`config.mk`:
```
export PLATFORM = sky130hd
export DESIGN_NAME = ball_engine
export DESIGN_NICKNAME = d
export VERILOG_FILES = /design/src/rtl/ball_engine.sv
export SDC_FILE = /design/constraint.sdc
export NUM_CORES = 1
export LEC_CHECK = 0
export CAP_MARGIN = 20
export CELL_PAD_IN_SITES_DETAIL_PLACEMENT = 0
export CELL_PAD_IN_SITES_GLOBAL_PLACEMENT = 1
export CORE_ASPECT_RATIO = 0.7
export CORE_MARGIN = 2
export CORE_UTILIZATION = 36
export DETAILED_ROUTE_END_ITERATION = 16
export HOLD_SLACK_MARGIN = 0.12
export PLACE_DENSITY = 0.76
export RECOVER_POWER = 50
export SLEW_MARGIN = 20
export SYNTH_ARGS = -nofsm -noshare
export SYNTH_HDL_FRONTEND = slang
export SYNTH_SLANG_ARGS = --single-unit
export TNS_END_PERCENT = 10
```
`constraint.sdc`:
```
create_clock -name clk -period 23.1 [get_ports clk]
set_input_delay 6.93 -clock clk [delete_from_list [all_inputs] [get_ports clk]]
set_output_delay 6.93 -clock clk [all_outputs]
set_load 0.005 [all_outputs]
```
`src/rtl/ball_engine.sv`:
```
// ---------------------------------------------------------------------------
// ball_engine
//
// Ball integrator for a pong-style game. Keeps a fixed-point ball position
// and an angular heading, moves the ball once per move_en tick using sin/cos
// values supplied by an external registered lookup, reflects off paddles and
// (optionally) off the top/bottom walls, and runs the serve sequence:
//   IDLE -> SERVE (countdown) -> SETTLE -> PLAY -> (SETTLE | OUT) ...
// SETTLE gives the one-cycle lookup time to catch up with a new heading
// before the ball moves again. OUT lasts one clock, pulses the score output
// and re-serves automatically.
//
// Ports
//   clk          system clock
//   reset_n      synchronous active-low reset
//   move_en      one-cycle movement tick
//   serve        level request to start a serve from IDLE
//   speed_init   speed loaded at launch
//   entropy      random bits: launch quadrant/heading and bounce jitter
//   sin_i/cos_i  signed sin/cos of theta_o, one cycle behind theta_o
//   lpaddle      row mask of the left paddle (column 0)
//   rpaddle      row mask of the right paddle (column W-1)
//   x, y         ball cell coordinates
//   theta_o      current heading (2^THETA_WIDTH steps per turn)
//   speed_o      current speed
//   in_play      high while in SETTLE or PLAY
//   score_left   one-cycle pulse: ball left through the right edge
//   score_right  one-cycle pulse: ball left through the left edge
//
// THETA_WIDTH must be at least 6 (launch heading is built from 6 bits).
// ---------------------------------------------------------------------------
module ball_engine #(
  parameter int POS_BITS    = 5,
  parameter int FRAC_BITS   = 16,
  parameter int THETA_WIDTH = 6,
  parameter int SPEED_BITS  = 4,
  parameter int SPEED_STEP  = 1,
  parameter int SPEED_MAX   = 15,
  parameter int SERVE_TICKS = 1000,
  parameter int WALL_MODE   = 1
) (
  input  logic                        clk,
  input  logic                        reset_n,
  input  logic                        move_en,
  input  logic                        serve,
  input  logic [SPEED_BITS-1:0]       speed_init,
  input  logic [4:0]                  entropy,
  input  logic signed [7:0]           sin_i,
  input  logic signed [7:0]           cos_i,
  input  logic [(1<<POS_BITS)-1:0]    lpaddle,
  input  logic [(1<<POS_BITS)-1:0]    rpaddle,
  output logic [POS_BITS-1:0]         x,
  output logic [POS_BITS-1:0]         y,
  output logic [THETA_WIDTH-1:0]      theta_o,
  output logic [SPEED_BITS-1:0]       speed_o,
  output logic                        in_play,
  output logic                        score_left,
  output logic                        score_right
);

  localparam int PW     = POS_BITS + FRAC_BITS;
  localparam int PROD_W = 8 + SPEED_BITS + 1;
  localparam int CNT_W  = (SERVE_TICKS > 1) ? $clog2(SERVE_TICKS) : 1;

  localparam logic [CNT_W-1:0]       CNT_RELOAD = CNT_W'(SERVE_TICKS - 1);
  localparam logic [PW-1:0]          CENTRE     = {1'b1, {(PW-1){1'b0}}};
  localparam logic [POS_BITS-1:0]    EDGE_HI    = {POS_BITS{1'b1}};
  localparam logic [THETA_WIDTH-1:0] HALF_TURN  = {1'b1, {(THETA_WIDTH-1){1'b0}}};
  localparam logic [SPEED_BITS:0]    SPEED_INC  = (SPEED_BITS+1)'(SPEED_STEP);
  localparam logic [SPEED_BITS:0]    SPEED_CAP  = (SPEED_BITS+1)'(SPEED_MAX);
  localparam bit                     BOUNCE_WALLS = (WALL_MODE != 0);

  localparam logic [2:0] ST_IDLE   = 3'd0;
  localparam logic [2:0] ST_SERVE  = 3'd1;
  localparam logic [2:0] ST_SETTLE = 3'd2;
  localparam logic [2:0] ST_PLAY   = 3'd3;
  localparam logic [2:0] ST_OUT    = 3'd4;

  logic [2:0]             state_q, state_d;
  logic [CNT_W-1:0]       count_q, count_d;
  logic [PW-1:0]          posX_q, posX_d;
  logic [PW-1:0]          posY_q, posY_d;
  logic [THETA_WIDTH-1:0] theta_q, theta_d;
  logic [SPEED_BITS-1:0]  speed_q, speed_d;
  logic                   scoreLeft_q, scoreLeft_d;
  logic                   scoreRight_q, scoreRight_d;

  // Velocity: lookup value times the (unsigned) speed, then sign-extended to
  // the accumulator width plus one guard bit. The guard bit of the sum flags
  // a crossing below zero or past the far edge of the field.
  logic signed [SPEED_BITS:0] speedSigned;
  logic signed [PROD_W-1:0]   dxProd, dyProd;
  logic [PW:0]                dxExt, dyExt;
  logic [PW:0]                nextX, nextY;
  logic [POS_BITS-1:0]        nextXCell, nextYCell;
  logic                       nextYCross, nextXCross;

  assign speedSigned = $signed({1'b0, speed_q});
  assign dxProd      = PROD_W'(cos_i) * PROD_W'(speedSigned);
  assign dyProd      = PROD_W'(sin_i) * PROD_W'(speedSigned);
  assign dxExt       = {{(PW+1-PROD_W){dxProd[PROD_W-1]}}, dxProd};
  assign dyExt       = {{(PW+1-PROD_W){dyProd[PROD_W-1]}}, dyProd};
  assign nextX       = {1'b0, posX_q} + dxExt;
  assign nextY       = {1'b0, posY_q} + dyExt;
  assign nextXCell   = nextX[PW-1 -: POS_BITS];
  assign nextYCell   = nextY[PW-1 -: POS_BITS];
  assign nextXCross  = nextX[PW];
  assign nextYCross  = nextY[PW];

  // Direction comes from the heading itself rather than the sign of cos_i,
  // so edge detection never depends on lookup timing.
  logic movingRight;
  logic hitLeftEdge, hitRightEdge;

  assign movingRight  = (theta_q[THETA_WIDTH-1 -: 2] == 2'b00) ||
                        (theta_q[THETA_WIDTH-1 -: 2] == 2'b11);
  assign hitLeftEdge  = !movingRight && (nextXCross || (nextXCell == '0));
  assign hitRightEdge =  movingRight && (nextXCross || (nextXCell == EDGE_HI));

  // Reflection arithmetic wraps naturally at THETA_WIDTH bits.
  logic [THETA_WIDTH-1:0] bounce, hTheta, vTheta;

  assign bounce = {{(THETA_WIDTH-3){entropy[2]}}, entropy[2:0]};
  assign hTheta = HALF_TURN - theta_q + bounce;
  assign vTheta = bounce - theta_q;

  logic [SPEED_BITS:0]   speedSum;
  logic [SPEED_BITS-1:0] speedBumped;

  assign speedSum    = {1'b0, speed_q} + SPEED_INC;
  assign speedBumped = (speedSum > SPEED_CAP) ? SPEED_CAP[SPEED_BITS-1:0]
                                              : speedSum[SPEED_BITS-1:0];

  // Launch heading: quadrant code from entropy[4:3] picks one of the four
  // octants that point clearly left or right, entropy[2:0] the offset.
  logic [2:0]             launchQuad;
  logic [5:0]             launchSix;
  logic [THETA_WIDTH-1:0] launchTheta;

  always_comb begin
    launchQuad = 3'b000;
    case (entropy[4:3])
      2'b00:   launchQuad = 3'b000;
      2'b01:   launchQuad = 3'b011;
      2'b10:   launchQuad = 3'b100;
      default: launchQuad = 3'b111;
    endcase
  end

  assign launchSix   = {launchQuad, entropy[2:0]};
  assign launchTheta = THETA_WIDTH'(launchSix) << (THETA_WIDTH - 6);

  // Next-state logic. Edge (paddle/out) decisions outrank walls; a reflected
  // ball keeps its old position and passes through SETTLE so the lookup
  // delivers sin/cos for the new heading before the next move.
  always_comb begin
    state_d      = state_q;
    count_d      = count_q;
    posX_d       = posX_q;
    posY_d       = posY_q;
    theta_d      = theta_q;
    speed_d      = speed_q;
    scoreLeft_d  = 1'b0;
    scoreRight_d = 1'b0;

    case (state_q)
      ST_IDLE: begin
        posX_d = CENTRE;
        posY_d = CENTRE;
        if (serve) begin
          state_d = ST_SERVE;
          count_d = CNT_RELOAD;
        end
      end

      ST_SERVE: begin
        if (move_en) begin
          if (count_q == '0) begin
            speed_d = speed_init;
            theta_d = launchTheta;
            state_d = ST_SETTLE;
          end else begin
            count_d = count_q - CNT_W'(1);
          end
        end
      end

      ST_SETTLE: begin
        if (move_en) begin
          state_d = ST_PLAY;
        end
      end

      ST_PLAY: begin
        if (move_en) begin
          if (hitLeftEdge) begin
            if (lpaddle[nextYCell]) begin
              theta_d = hTheta;
              speed_d = speedBumped;
              state_d = ST_SETTLE;
            end else begin
              scoreRight_d = 1'b1;
              state_d      = ST_OUT;
            end
          end else if (hitRightEdge) begin
            if (rpaddle[nextYCell]) begin
              theta_d = hTheta;
              speed_d = speedBumped;
              state_d = ST_SETTLE;
            end else begin
              scoreLeft_d = 1'b1;
              state_d     = ST_OUT;
            end
          end else if (BOUNCE_WALLS && nextYCross) begin
            theta_d = vTheta;
            state_d = ST_SETTLE;
          end else begin
            // In wrap mode dropping the guard bit is the modulo-W wrap.
            posX_d = nextX[PW-1:0];
            posY_d = nextY[PW-1:0];
          end
        end
      end

      ST_OUT: begin
        posX_d  = CENTRE;
        posY_d  = CENTRE;
        count_d = CNT_RELOAD;
        state_d = ST_SERVE;
      end

      default: begin
        state_d = ST_IDLE;
      end
    endcase
  end

  // State registers with synchronous reset; reset wins in every state.
  always_ff @(posedge clk) begin
    if (!reset_n) begin
      state_q      <= ST_IDLE;
      count_q      <= '0;
      posX_q       <= CENTRE;
      posY_q       <= CENTRE;
      theta_q      <= '0;
      speed_q      <= '0;
      scoreLeft_q  <= 1'b0;
      scoreRight_q <= 1'b0;
    end else begin
      state_q      <= state_d;
      count_q      <= count_d;
      posX_q       <= posX_d;
      posY_q       <= posY_d;
      theta_q      <= theta_d;
      speed_q      <= speed_d;
      scoreLeft_q  <= scoreLeft_d;
      scoreRight_q <= scoreRight_d;
    end
  end

  assign x           = posX_q[PW-1 -: POS_BITS];
  assign y           = posY_q[PW-1 -: POS_BITS];
  assign theta_o     = theta_q;
  assign speed_o     = speed_q;
  assign in_play     = (state_q == ST_SETTLE) || (state_q == ST_PLAY);
  assign score_left  = scoreLeft_q;
  assign score_right = scoreRight_q;

endmodule

```
=== Word-level counts from Yosys, hierarchy flattened ===
Index checks and enable logic that the tools add are counted.

* Equality and inequality tests: 22
* Mux-type cells: 50
* Add/sub/neg operators: 7
* Reductions and logical operators: 23
* Multiply operators: 2
* Bitwise operators: 4
* Order comparisons: 2

{| class="wikitable"
|+ Operators with widths
! operator !! count
|-
| 21-bit 2-to-1 mux || 8
|-
| 21-bit one-hot mux with 2 select lines || 2
|-
| 6-bit 2-to-1 mux || 8
|-
| 21-bit by 22-bit adder with 22-bit output || 2
|-
| 4-bit 2-to-1 mux || 8
|-
| 10-bit 2-to-1 mux || 3
|-
| 3-bit 2-to-1 mux || 10
|-
| 10-bit one-hot mux with 3 select lines || 1
|-
| 8-bit by 5-bit multiplier with 13-bit output || 2
|-
| 2-bit != test (second input constant) || 9
|-
| 3-bit one-hot mux with 5 select lines || 1
|-
| 7-bit AND reduction || 2
|-
| 6-bit one-hot mux with 2 select lines || 1
|-
| 1-bit binary-select mux with 5-bit select || 2
|-
| 10-bit logical NOT || 1
|-
| 10-bit by 1-bit subtractor with 10-bit output (second input constant) || 1
|-
| 3-bit != test (second input constant) || 3
|-
| 3-bit one-hot mux with 3 select lines || 1
|-
| 4-bit != test (second input constant) || 2
|-
| 4-bit one-hot mux with 2 select lines || 1
|-
| 4-bit AND reduction || 2
|-
| 6-bit adder || 1
|-
| 3-bit by 2-bit equality test with 1-bit output (second input constant) || 2
|-
| 5-bit by 6-bit < comparator with 1-bit output (second input constant) || 1
|-
| other kinds (23) || 36
|}

* Input port bits: 93
* Output and inout bits: 23
* Flip-flop bits (word level): 67
* Word-level logic and storage cells: 118

=== Logic depth before layout (Yosys ltp) ===
* Depth after elaboration: 9
* Gate-level depth with buffers: 34
* Mapped depth without buffers: 29

=== Worst setup path before layout ===
Ideal clock, no wire load.

* Kind: input port to flip-flop
* Start point: input sin_i[2]
* End point: register theta_q[4] (netlist: theta_o[4])
* Path buffers: 2
* Setup time: 0.091 ns
* Data required time: 23.009 ns
* Data arrival time: 13.683 ns
* Stages: 29
* Setup slack: 9.326 ns
* Cells stage by stage: and2_1 -> ha_1 -> inv_1 -> fa_1 -> fa_1 -> inv_1 -> ha_1 -> a21o_1 -> a21oi_1 -> nor2b_1 -> o21a_1 -> o41ai_1 -> o21ai_0 -> xnor2_1 -> ha_1 -> buf_2 -> nand4_2 -> or2_1 -> o21a_1 -> o22ai_4 -> xor2_4 -> buf_6 -> mux2_2 -> mux4_2 -> o2bb2a_4 -> o211a_4 -> o21ai_2 -> nor2_1 -> a311oi_1

* Cells in the longest elaborated chain, start to end: 6
* Elaborated cells on any way between the ends: 10
* Those cells by class: 1 x add/sub; 1 x mul; 3 x eq/ne; 4 x mux; 1 x reduce/logical

{| class="wikitable"
|+ RTL lines
! what !! line !! RTL
|-
| start, declared || 48 || <nowiki>input logic signed [7:0] sin_i,</nowiki>
|-
| 8-bit by 5-bit multiplier with 13-bit output (*) || 100 || <nowiki>assign dyProd = PROD_W'(sin_i) * PROD_W'(speedSigned);</nowiki>
|-
| 21-bit by 22-bit adder with 22-bit output (*) || 104 || <nowiki>assign nextY = {1'b0, posY_q} + dyExt;</nowiki>
|-
| 1-bit binary-select mux with 5-bit select (on tied branches) || 206, 197 ||
|-
| 1-bit 2-to-1 mux (on tied branches) || 206, 197 ||
|-
| 4-bit != test (no line) or 3-bit != test (tied branches) || n/a ||
|-
| 7-bit AND reduction (no line) (*) || n/a ||
|-
| end signal, assigned || 254 || <nowiki>theta_q <= theta_d;</nowiki>
|-
| end, declared || 83 || <nowiki>logic [THETA_WIDTH-1:0] theta_q, theta_d;</nowiki>
|}

Every way passes the cells marked *; elsewhere a longest branch is shown, timed or not. The select of a mux whose other input is x is not followed.
A chain may end at the register's enable or synchronous reset.

=== Worst setup path in the final report ===
* Start point: input sin_i[2]
* End point: register posX_q[16]

* Cells in the longest elaborated chain, start to end: 4

{| class="wikitable"
|+ RTL lines
! what !! line !! RTL
|-
| 8-bit by 5-bit multiplier with 13-bit output || 100 ||
|-
| 21-bit by 22-bit adder with 22-bit output || 104 ||
|-
| 2-bit != test (no line) || n/a ||
|-
| 5-bit AND reduction (no line) || n/a ||
|-
| end signal, assigned || 252 || <nowiki>posX_q <= posX_d;</nowiki>
|-
| end, declared || 81 || <nowiki>logic [PW-1:0] posX_q, posX_d;</nowiki>
|}

Every way passes these cells.

==> run_results.csv <==
group,metric,value,unit
outcome,status,"finished, violations left",
outcome,violations,"max-capacitance violations, max-slew violations",
sta,fmax,57.8,MHz
placed_design,dp_hpwl,18.8,mm
power,switching_share,0.434,
critical_path,crit_buf_inv,4,
worst_hold_path,hp-class,"reg2reg",
sta,setup-tns-final,0,ns
sta,slew-limit-headroom,-1.19,
yosys,synthTopCellsByArea,"dfxtp_1 (15%), ha_1 (14%), fa_1 (9.1%), a21oi_1 (6.2%), xnor2_1 (4.8%)",
yosys,synth_top_cell_by_area,"dfxtp_1",
clocking,postCtsHoldBufs,0,
yosys,syn_inst,1135,
sta,hold-worst-slack,0.458,ns
critical_path,crit_top_cell,"a21oi_1",
clocking,numCtsBuffers,9,
drt,drt_iter0_drc,498,
critical_path,cp_max_fo,25,
grt,grt_use_met2,0.278,
critical_path,required,23.24,ns
sta,finalCriticalPeriod,17.29,ns
sta,final.period_utilization,0.748,
placed_design,preCtsSetupSlack,7.78,ns
critical_path,startpoint_type,"input pin",
floorplan,core,24600,sq um
placed_design,gp_congestion,0.851,
yosys,synth_fp_nets,1373,
drt,antenna_left,0,
power,ir_drop,0.0374,mV
yosys,netlist_area,8980,sq um
grt,grtUsageTotal,0.188,
clocking,clk_pin_slew,0.05,ns
yosys,yosysWarnings,0,
drt,viasPerCell,5.17,
clocking,cts_tree,"done",
grt,grt.busiest_layer,"met1",
sta,rsz0062_at_grt,"false",
power,p_leak,4.70,nW
sta,worst_clock_skew,0.00913,ns
drt,avgRoutedWirePerCell,15.4,microns
floorplan,initial_core_util,0.366,
power,power.density,62.8,nW/um^2
grt,grt_pass1_vias,7731,
clocking,cts_resized,0,
floorplan,rows,48,
critical_path,crit_path_max_incr_delay,2.48,ns
power,p_sw,0.000288,W
finish,final_cell_area,10600,sq um
sta,hold_viol,0,
yosys,synth-edff-count,0,
clocking,post-cts-setup-buffers,0,
job,drv_cap,3,
sta,drv_slew,113,
drt,first_pass_iters,5,
yosys,post_synth_num_cell_types,77,
grt,grt_util_met3,0.0351,
critical_path,critPathSlowestCell,"o21ai_0",
drt,drt_wl_total,23.7,mm
grt,antenna_found_initial,0,
critical_path,path_class,"in2reg",
critical_path,path_delay_family,"compound AO/OA/AOI/OAI gates",
floorplan,die_h,136,microns
sta,worstMarginPinSlew,3.25,ns
drt,drc,0,
clocking,cts_max_path_buffers,2,
yosys,synthFlopType,"dfxtp_1",
grt,grt_max_degree,56,
drt,num_vias,7968,
finish,final_nets,1451,
power,pwr-share-comb,0.556,
yosys,seq_area_frac_synth,0.149,
floorplan,io_pins,116,
yosys,synth-seq-cells,67,
grt,use_met1,0.282,
power,intPower,0.000376,W
clocking,worstSkewPairLatency,0.34,ns
power,power_frac_clock,0.227,
clocking,cts_root_buffer,"clkbuf_16",
grt,grt_overflow,0,
floorplan,die-area,26200,sq um
finish,syn_to_final_growth,17.7,%
placed_design,portBuffers,115,
sta,fin_ws,5.81,ns
yosys,async_reset_ff_frac,0,
power,pwr-share-seq,0.217,
clocking,cts.sinks,67,
placed_design,place_area,10300,sq um
critical_path,endpoint_kind,"register",
critical_path,cp.arrival,17.43,ns
yosys,synth_top_area_share,0.149,
yosys,syn_avg_cell_area,7.91,sq um
finish,drive_gt1_frac,0.0411,
clocking,cts.htree.levels,3,
finish,diodes,0,
floorplan,die_w,193,microns
sta,setup_viol,0,
grt,grt_pass1_wl,39.6,mm
-- stage by stage --
stage          total power [W]  utilization  cells
2_1_floorplan         0.000423            -   1135
3_3_place_gp          0.000518        0.419   1527
3_5_place_dp          0.000519        0.419   1527
4_1_cts               0.000675        0.432   1542
5_1_grt               0.000718        0.430   1542
6_report              0.000664        0.430   1542
-- power groups by stage --
stage,sequential (W),combinational (W),clock (W)
2_1_floorplan,0.000139,0.000284,0
5_1_grt,0.000147,0.000412,0.000158
3_3_place_gp,0.000147,0.000372,0
4_1_cts,0.000145,0.000376,0.000154
6_report,0.000144,0.000369,0.000151
3_5_place_dp,0.000147,0.000372,0
-- layout make-up --
type	instances	area, sq um
Tap cell	325	407
Fill cell	2473	14000
Sequential cell	67	1340
Clock buffer	10	239
Inverter	112	422
Timing Repair Buffer	119	1170
Multi-Input combinational cell	904	6910
Clock inverter	5	77.6
-- cell usage in the layout, fill, tap and decap left out, types with 21 or more instances in the layout --
| cell | Yosys | routed |
|---|---|---|
| inv_1 | 111 | 111 |
| a21oi_1 | 112 | 112 |
| xnor2_1 | 49 | 49 |
| nand2_1 | 110 | 110 |
| ha_1 | 104 | 104 |
| and2_1 | 58 | 56 |
| clkdlybuf4s50_1 | 0 | 89 |
| dlygate4sd3_1 | 0 | 26 |
| o21ai_0 | 37 | 38 |
| nand3_1 | 55 | 55 |
| mux2i_1 | 37 | 37 |
| xor2_1 | 25 | 25 |
| fa_1 | 41 | 41 |
| nor2_1 | 50 | 50 |
| dfxtp_1 | 67 | 67 |
| a21o_1 | 21 | 21 |
-- cells in the mapped netlist (3+ instances only) --
cell / instances
a21oi_1: 112
inv_1: 111
nand2_1: 110
ha_1: 104
dfxtp_1: 67
and2_1: 58
nand3_1: 55
nor2_1: 50
xnor2_1: 49
fa_1: 41
mux2i_1: 37
o21ai_0: 37
clkbuf_1: 25
xor2_1: 25
a21o_1: 21
nor3_1: 17
o211ai_1: 17
o21bai_1: 12
buf_2: 11
buf_4: 11
nand2b_1: 11
o21a_1: 10
or2_2: 10
or3_1: 9
a211oi_1: 8
a31oi_1: 7
and3_1: 7
a211o_1: 6
nand4_1: 6
nor2b_1: 6
o31ai_1: 5
a21boi_0: 4
mux2_2: 4
mux4_2: 4
nand3b_1: 4
o22ai_1: 4
a311oi_1: 3
a41oi_1: 3
buf_1: 3
o2111ai_1: 3
-- tightest hold or removal path, delay by kind of cell (launching register included) --
kind | cells | cell delay [ns]
AND/OR/NAND/NOR | 1 | 0.05
AO/OA/AOI/OAI | 1 | 0.05
flip-flops | 1 | 0.31
-- metal layers --
metal,part of all wire,vias up
met5,0,-
met4,0.0070,0
met3,0.044,12
met2,0.41,146
met1,0.54,3709
li1,-,4101
-- final timing paths --
path                              to  slack [ns]  depth (start not counted)               startpoint
max          posX_q[16]$_SDFFE_PN0P_        5.81                         29                 sin_i[2]
min           posY_q[6]$_SDFFE_PN0P_        0.46                          2   posY_q[6]$_SDFFE_PN0P_
max reg2reg  posX_q[16]$_SDFFE_PN0P_       12.09                         28  speed_o[2]$_SDFFE_PN0P_
min reg2reg   posY_q[6]$_SDFFE_PN0P_        0.46                          2   posY_q[6]$_SDFFE_PN0P_
-- cells by family (layout without fill, tap and decap cells) --
kind of cell    after synthesis  after routing  share of synthesized area
xor+xnor                     76             76                     0.0771
buf+inv                     164            246                     0.0773
fa+ha+maj                   145            145                      0.236
compound gates              280            280                      0.205
flops                        67             67                      0.149
mux                          45             45                     0.0563
simple gates                358            358                      0.198
-- sequential cells by signal (all words and copies together), names as in the netlist --
signal       count
count_q         10
speed_o          4
score_right      1
theta_o          6
posX_q          21
score_left       1
state_q          3
posY_q          21
(Power assumes the default switching activity.)
